File: src/rtl/seg7_pkg.sv
// rtl/seg7_pkg.sv - glyph constants and FSM state type shared by the seven-segment capture decoder
package seg7_pkg;

    // Segment patterns as {a,b,c,d,e,f,g}, a in the MSB
    localparam logic [6:0] GLYPH_0     = 7'h7E;
    localparam logic [6:0] GLYPH_1     = 7'h30;
    localparam logic [6:0] GLYPH_2     = 7'h6D;
    localparam logic [6:0] GLYPH_3     = 7'h79;
    localparam logic [6:0] GLYPH_4     = 7'h33;
    localparam logic [6:0] GLYPH_5     = 7'h5B;
    localparam logic [6:0] GLYPH_6     = 7'h5F;
    localparam logic [6:0] GLYPH_7     = 7'h70;
    localparam logic [6:0] GLYPH_8     = 7'h7F;
    localparam logic [6:0] GLYPH_9     = 7'h7B;
    localparam logic [6:0] GLYPH_A     = 7'h77;
    localparam logic [6:0] GLYPH_B     = 7'h1F;
    localparam logic [6:0] GLYPH_C     = 7'h4E;
    localparam logic [6:0] GLYPH_D     = 7'h3D;
    localparam logic [6:0] GLYPH_E     = 7'h4F;
    localparam logic [6:0] GLYPH_F     = 7'h47;
    localparam logic [6:0] GLYPH_BLANK = 7'h00;

    typedef enum logic {
        ST_IDLE    = 1'b0,
        ST_PRESENT = 1'b1
    } seg7_state_e;

endpackage

File: src/rtl/seg7_capture_decoder_if.sv
// rtl/seg7_capture_decoder_if.sv - valid/ready result channel of the seven-segment capture decoder
interface seg7_capture_decoder_if;

    logic       out_valid;
    logic       out_ready;
    logic [3:0] out_nibble;
    logic       out_blank;
    logic       out_err;

    modport master (
        output out_valid,
        output out_nibble,
        output out_blank,
        output out_err,
        input  out_ready
    );

    modport slave (
        input  out_valid,
        input  out_nibble,
        input  out_blank,
        input  out_err,
        output out_ready
    );

endinterface

File: src/rtl/seg7_glyph_lut.sv
// rtl/seg7_glyph_lut.sv - combinational segment-pattern to hex/blank/error decode
module seg7_glyph_lut
    import seg7_pkg::*;
(
    input  logic [6:0] pattern,
    output logic [3:0] nibble,
    output logic       blank,
    output logic       err
);

    // Map a pattern to its hex digit; all-off is blank, anything unlisted is an error
    always_comb begin
        nibble = 4'h0;
        blank  = 1'b0;
        err    = 1'b0;
        case (pattern)
            GLYPH_0:     nibble = 4'h0;
            GLYPH_1:     nibble = 4'h1;
            GLYPH_2:     nibble = 4'h2;
            GLYPH_3:     nibble = 4'h3;
            GLYPH_4:     nibble = 4'h4;
            GLYPH_5:     nibble = 4'h5;
            GLYPH_6:     nibble = 4'h6;
            GLYPH_7:     nibble = 4'h7;
            GLYPH_8:     nibble = 4'h8;
            GLYPH_9:     nibble = 4'h9;
            GLYPH_A:     nibble = 4'hA;
            GLYPH_B:     nibble = 4'hB;
            GLYPH_C:     nibble = 4'hC;
            GLYPH_D:     nibble = 4'hD;
            GLYPH_E:     nibble = 4'hE;
            GLYPH_F:     nibble = 4'hF;
            GLYPH_BLANK: blank  = 1'b1;
            default:     err    = 1'b1;
        endcase
    end

endmodule

File: src/rtl/seg7_capture_decoder.sv
// rtl/seg7_capture_decoder.sv - debounced seven-segment capture with valid/ready result; SEG7_DEC_ERR_CNT_EN adds err_cnt
module seg7_capture_decoder
    import seg7_pkg::*;
#(
    parameter int STABLE_CYCLES = 4,
    parameter int CNT_W         = 8
) (
    input  logic clk,
    input  logic rst,
    input  logic a,
    input  logic b,
    input  logic c,
    input  logic d,
    input  logic e,
    input  logic f,
    input  logic g,
    input  logic enable,
    seg7_capture_decoder_if.master out_if
`ifdef SEG7_DEC_ERR_CNT_EN
    ,
    output logic [7:0] err_cnt
`endif
);

    localparam logic [CNT_W-1:0] CNT_MAX = CNT_W'(STABLE_CYCLES - 1);

    logic [6:0]       pat_in;
    logic             changed;
    logic             handshake;

    logic [6:0]       pat_q,        pat_d;
    logic [CNT_W-1:0] cnt_q,        cnt_d;
    logic             rep_q,        rep_d;
    seg7_state_e      state_q,      state_d;
    logic [3:0]       out_nibble_q, out_nibble_d;
    logic             out_blank_q,  out_blank_d;
    logic             out_err_q,    out_err_d;

    logic [3:0]       lut_nibble;
    logic             lut_blank;
    logic             lut_err;

    assign pat_in    = {a, b, c, d, e, f, g};
    assign changed   = (pat_in != pat_q);
    assign handshake = (state_q == ST_PRESENT) && out_if.out_ready;

    // pat_q equals the live input whenever a report can fire, so decode the registered copy
    seg7_glyph_lut u_lut (
        .pattern (pat_q),
        .nibble  (lut_nibble),
        .blank   (lut_blank),
        .err     (lut_err)
    );

    // Stability tracking plus the IDLE/PRESENT report handshake
    always_comb begin
        pat_d        = pat_q;
        cnt_d        = cnt_q;
        rep_d        = rep_q;
        state_d      = state_q;
        out_nibble_d = out_nibble_q;
        out_blank_d  = out_blank_q;
        out_err_d    = out_err_q;

        // Tracking keeps running while a result is waiting, so nothing stable is lost
        if (changed) begin
            pat_d = pat_in;
            cnt_d = '0;
            rep_d = 1'b0;
        end else if (!enable) begin
            cnt_d = '0;
        end else if (cnt_q != CNT_MAX) begin
            cnt_d = cnt_q + CNT_W'(1);
        end

        case (state_q)
            ST_IDLE: begin
                if (enable && !changed && (cnt_q == CNT_MAX) && !rep_q) begin
                    state_d      = ST_PRESENT;
                    rep_d        = 1'b1;
                    out_nibble_d = lut_nibble;
                    out_blank_d  = lut_blank;
                    out_err_d    = lut_err;
                end
            end
            ST_PRESENT: begin
                if (out_if.out_ready) begin
                    state_d = ST_IDLE;
                end
            end
            default: state_d = ST_IDLE;
        endcase
    end

    // State and output registers; reset wins over any pending handshake
    always_ff @(posedge clk) begin
        if (rst) begin
            pat_q        <= '0;
            cnt_q        <= '0;
            rep_q        <= 1'b0;
            state_q      <= ST_IDLE;
            out_nibble_q <= 4'h0;
            out_blank_q  <= 1'b0;
            out_err_q    <= 1'b0;
        end else begin
            pat_q        <= pat_d;
            cnt_q        <= cnt_d;
            rep_q        <= rep_d;
            state_q      <= state_d;
            out_nibble_q <= out_nibble_d;
            out_blank_q  <= out_blank_d;
            out_err_q    <= out_err_d;
        end
    end

    assign out_if.out_valid  = (state_q == ST_PRESENT);
    assign out_if.out_nibble = out_nibble_q;
    assign out_if.out_blank  = out_blank_q;
    assign out_if.out_err    = out_err_q;

`ifdef SEG7_DEC_ERR_CNT_EN
    logic [7:0] err_cnt_q, err_cnt_d;

    // Count consumed error results, sticking at the top value
    always_comb begin
        err_cnt_d = err_cnt_q;
        if (handshake && out_err_q && (err_cnt_q != 8'hFF)) begin
            err_cnt_d = err_cnt_q + 8'd1;
        end
    end

    // Error counter register
    always_ff @(posedge clk) begin
        if (rst) begin
            err_cnt_q <= 8'h00;
        end else begin
            err_cnt_q <= err_cnt_d;
        end
    end

    assign err_cnt = err_cnt_q;
`else
    logic unused_handshake;
    assign unused_handshake = handshake;
`endif

endmodule

File: src/flat_wrapper.sv
// flat-port wrapper written by rule: the top's interface ports become plain ports
module seg7_capture_decoder_flat import seg7_pkg::*;
#(
    parameter int STABLE_CYCLES = 4,
    parameter int CNT_W         = 8
)
  (clk, rst, a, b, c, d, e, f, g, enable, out_if_out_valid, out_if_out_nibble, out_if_out_blank, out_if_out_err, out_if_out_ready);
  seg7_capture_decoder_if out_if_i ();
  input  logic clk;
  input  logic rst;
  input  logic a;
  input  logic b;
  input  logic c;
  input  logic d;
  input  logic e;
  input  logic f;
  input  logic g;
  input  logic enable;
  output wire logic [$bits(out_if_i.out_valid)-1:0] out_if_out_valid;
  output wire logic [$bits(out_if_i.out_nibble)-1:0] out_if_out_nibble;
  output wire logic [$bits(out_if_i.out_blank)-1:0] out_if_out_blank;
  output wire logic [$bits(out_if_i.out_err)-1:0] out_if_out_err;
  input wire logic [$bits(out_if_i.out_ready)-1:0] out_if_out_ready;
  assign out_if_out_valid = out_if_i.out_valid;
  assign out_if_out_nibble = out_if_i.out_nibble;
  assign out_if_out_blank = out_if_i.out_blank;
  assign out_if_out_err = out_if_i.out_err;
  assign out_if_i.out_ready = out_if_out_ready;
  seg7_capture_decoder #(.STABLE_CYCLES(STABLE_CYCLES), .CNT_W(CNT_W)) u_core (.clk(clk), .rst(rst), .a(a), .b(b), .c(c), .d(d), .e(e), .f(f), .g(g), .enable(enable), .out_if(out_if_i));
endmodule
File: config.mk
export PLATFORM = sky130hd
export DESIGN_NAME = seg7_capture_decoder_flat
export DESIGN_NICKNAME = d
export VERILOG_FILES = /design/src/rtl/seg7_pkg.sv /design/src/rtl/seg7_capture_decoder_if.sv /design/src/rtl/seg7_glyph_lut.sv /design/src/rtl/seg7_capture_decoder.sv /design/src/flat_wrapper.sv
export SDC_FILE = /design/constraint.sdc
export NUM_CORES = 1
export LEC_CHECK = 0
export ABC_CLOCK_PERIOD_IN_PS = 4000
export CORE_ASPECT_RATIO = 0.9
export CORE_UTILIZATION = 48
export CTS_BUF_LIST = sky130_fd_sc_hd__clkbuf_2 sky130_fd_sc_hd__clkbuf_4 sky130_fd_sc_hd__clkbuf_8
export DETAILED_ROUTE_END_ITERATION = 10
export PLACE_DENSITY = 0.82
export SYNTH_ARGS = -nofsm -noshare
export SYNTH_HDL_FRONTEND = slang
export SYNTH_SLANG_ARGS = --single-unit
File: constraint.sdc
create_clock -name clk -period 4 [get_ports clk]
set_input_delay 0.4 -clock clk [delete_from_list [all_inputs] [get_ports clk]]
set_output_delay 0.4 -clock clk [all_outputs]
set_load 0.02 [all_outputs]
==> flow_summary.json <==
{
  "cp_data_arrival_time_ps": 2530,
  "port_buffers": 17,
  "die_h_um": 51.4,
  "power_switching_w": 0.0000970,
  "fin_worst_skew_ps": 8.51,
  "overflow": 0,
  "drive_above_1_share_pct": 5.63,
  "async_flop_share_pct": 0,
  "required_ps": 4190,
  "status": "finished with violations",
  "cts_tree": "done",
  "grt_pass1_wl_um": 4440,
  "h-tree-depth": 1,
  "maxCapViolCount": 0,
  "grt_use_total_pct": 19.4,
  "intPower_w": 0.000294,
  "total_leakage_power_nw": 0.485,
  "wl_um": 2630,
  "finalCriticalPeriod_ps": 2340,
  "clk_latency_ps": 310,
  "hold_class": "reg -> reg",
  "finalSetupViolations": 0,
  "ios": 18,
  "wire_per_inst_um": 14.0,
  "violations": "design-rule violations",
  "cts_resized": 0,
  "clockPowerShare_pct": 26.6,
  "power_w": 0.000391,
  "seqCellArea_um2": 460,
  "peakVddDrop_mv": 0.219,
  "ctsHoldBuffers": 0,
  "gp_congestion": 0.879,
  "slew_headroom_pct": 55.2,
  "dieArea_um2": 2920,
  "vias_per_cell": 5.87,
  "crit_slowest_cell": "dfxtp_1",
  "p_comb_share_pct": 9.9,
  "antenna_cells": 0,
  "slowest_delay_ps": 730,
  "area_growth_pct": 13.7,
  "synthFlopType": "dfxtp_1",
  "rsz0062_at_grt": "no",
  "first_global_vias": 1007,
  "cts-root-buf": "clkbuf_4",
  "post-cts-setup-buffer-count": 0,
  "p_per_area_nw_per_um2": 264,
  "finalHoldViolCount": 0,
  "cp-end-kind": "register",
  "grt_max_degree": 19,
  "synth_area_per_cell_um2": 8.73,
  "fin_tns_setup_ps": 0,
  "clock.fmax_ghz": 0.428,
  "power_frac_seq_pct": 63.4,
  "ys_seq_area_share_pct": 35.4,
  "cts_buffers": 3,
  "dp_hpwl_um": 1930,
  "worstSetupStartpointType": "register",
  "fillerInstances": 241,
  "num_vias": 1104,
  "crit_type": "reg -> reg",
  "multiInputGateArea_um2": 778,
  "antenna_left": 0,
  "yosysWarnings": 0,
  "num_rows": 17,
  "drc_errors": 6,
  "hold_slack_ps": 511,
  "synthesis.area_um2": 1300,
  "yosys_register_bits": 23,
  "cts_buffer_depth": 2,
  "coreArea_um2": 2510,
  "synth_cells": 149,
  "firstDrtPassIters": 8,
  "synth_edf_count": 0,
  "antenna_found_initial": 0,
  "post-route-period-util_pct": 58.4,
  "worst_pin_slew_ps": 669,
  "cts_sinks": 23,
  "clkTransAtPathRegs_ps": 120,
  "start_util_pct": 51.8,
  "final-max-slew-violation-count": 0,
  "syn_nets": 161,
  "path_max_fanout": 18,
  "nets": 173,
  "netSwitchingFraction_pct": 24.8,
  "crit_chain": "xnor2_1, nand4_1, nor4b_4, nor4b_1, nor3_1",
  "drt_iter0_drc": 24,
  "synth_cell_type_count": 46,
  "die_x_um": 56.9
}
state kept, by name (all words and copies together), names as in the netlist:
signal	cells
u_core.rep_q	1
u_core.out_if.out_valid	1
u_core.out_if.out_nibble	4
u_core.cnt_q	8
u_core.out_if.out_err	1
u_core.pat_q	7
u_core.out_if.out_blank	1
cell usage in the layout (no fill, tap or decap), drive strengths merged, types with 2 or more instances in the layout:
master and instances:
a211oi 3, a21oi 5, a311oi 2, and3 3
clkbuf 3, clkdlybuf4s50 17, dfxtp 23, inv 2
mux2i 2, nand2 6, nand2b 3, nand3 7
nand3b 4, nand4 5, nor2 17, nor2b 9
nor3 3, nor4 4, nor4b 2, o21ai 3
or4 2, xnor2 12, xor2 4
per-layer routing:
| layer | wire length [µm] | global-route usage [%] |
|---|---|---|
| met1 | 1220 | 24.8 |
| met2 | 1220 | 32.0 |
| met3 | 160 | 5.82 |
| met4 | 35 | 4.88 |
| met5 | 0 | 0 |
power groups by stage:
stage / Clock (W) / Combinational (W) / Sequential (W)
floorplan: 0 / 0.0000340 / 0.000241
global placement: 0 / 0.0000369 / 0.000251
detailed placement: 0 / 0.0000391 / 0.000252
CTS: 0.000109 / 0.0000391 / 0.000247
global route: 0.000118 / 0.0000428 / 0.000249
finish: 0.000104 / 0.0000388 / 0.000248
final timing paths:
| kind | end | cells after the start | start | slack [ps] |
|---|---|---|---|---|
| setup reg to reg | u_core.out_if.out_nibble[0] | 5 | u_core.pat_q[5] | 1660 |
| setup / recovery | u_core.out_if.out_nibble[0] | 5 | u_core.pat_q[5] | 1660 |
| hold / removal | u_core.out_if.out_nibble[0] | 2 | u_core.out_if.out_nibble[0] | 510 |
| hold reg to reg | u_core.out_if.out_nibble[0] | 2 | u_core.out_if.out_nibble[0] | 510 |
kinds of logic (layout without fill, tap and decap cells):
family / count (synthesis) / count (layout) / synth area share [%]
and+or+nand+nor: 75 / 75 / 35.6
adders and majority gates: 1 / 1 / 0.961
buffers and inverters: 12 / 23 / 4.81
muxes: 2 / 2 / 1.54
xor gates and xnor gates: 16 / 16 / 10.8
DFF: 23 / 23 / 35.4
AOI/OAI and AO/OA: 20 / 20 / 11.0
Yosys cell counts, drive strengths merged, types with 2 or more instances:
| cell type | n | area (µm²) |
|---|---|---|
| nand3b | 4 | 30.0 |
| nand2b | 3 | 18.8 |
| and3 | 3 | 18.8 |
| nor2b | 9 | 56.3 |
| buf | 4 | 32.5 |
| nand4 | 5 | 31.3 |
| a21oi | 5 | 25.0 |
| a311oi | 2 | 23.8 |
| nand3 | 7 | 40.0 |
| o21ai | 3 | 15.0 |
| nor3 | 3 | 15.0 |
| a211oi | 3 | 22.5 |
| nor4b | 2 | 32.5 |
| nand2 | 6 | 22.5 |
| mux2i | 2 | 20.0 |
| xor2 | 4 | 35.0 |
| nor2 | 17 | 63.8 |
| clkbuf | 6 | 22.5 |
| nor4 | 4 | 31.3 |
| dfxtp | 23 | 460 |
| xnor2 | 12 | 105 |
| or4 | 2 | 15.0 |
| inv | 2 | 7.51 |
stage by stage:
step	utilization (%)	std cells	area (µm²)	setup slack, ps
floorplan	-	149	1300	2410
detailed placement	57.8	184	1450	1530
finish	58.9	188	1480	1660
global placement	57.8	184	1450	1620
CTS	58.9	188	1480	1680
global route	58.9	188	1480	1510
area by class of cell:
type | instances | share of cell area (%)
Inverter | 2 | 0.508
Clock inverter | 1 | 0.338
Timing Repair Buffer | 17 | 11.5
Tap cell | 28 | 2.37
Clock buffer | 3 | 1.52
Sequential cell | 23 | 31.1
Multi-Input combinational cell | 114 | 52.6
critical path, delay by kind of cell, from the launching register on:
family	cells	cell delay [ps]
XOR/XNOR	1	200
flip-flops	1	730
AND/OR/NAND/NOR	4	1290
No activity file was read; power rests on OpenSTA's default activity.
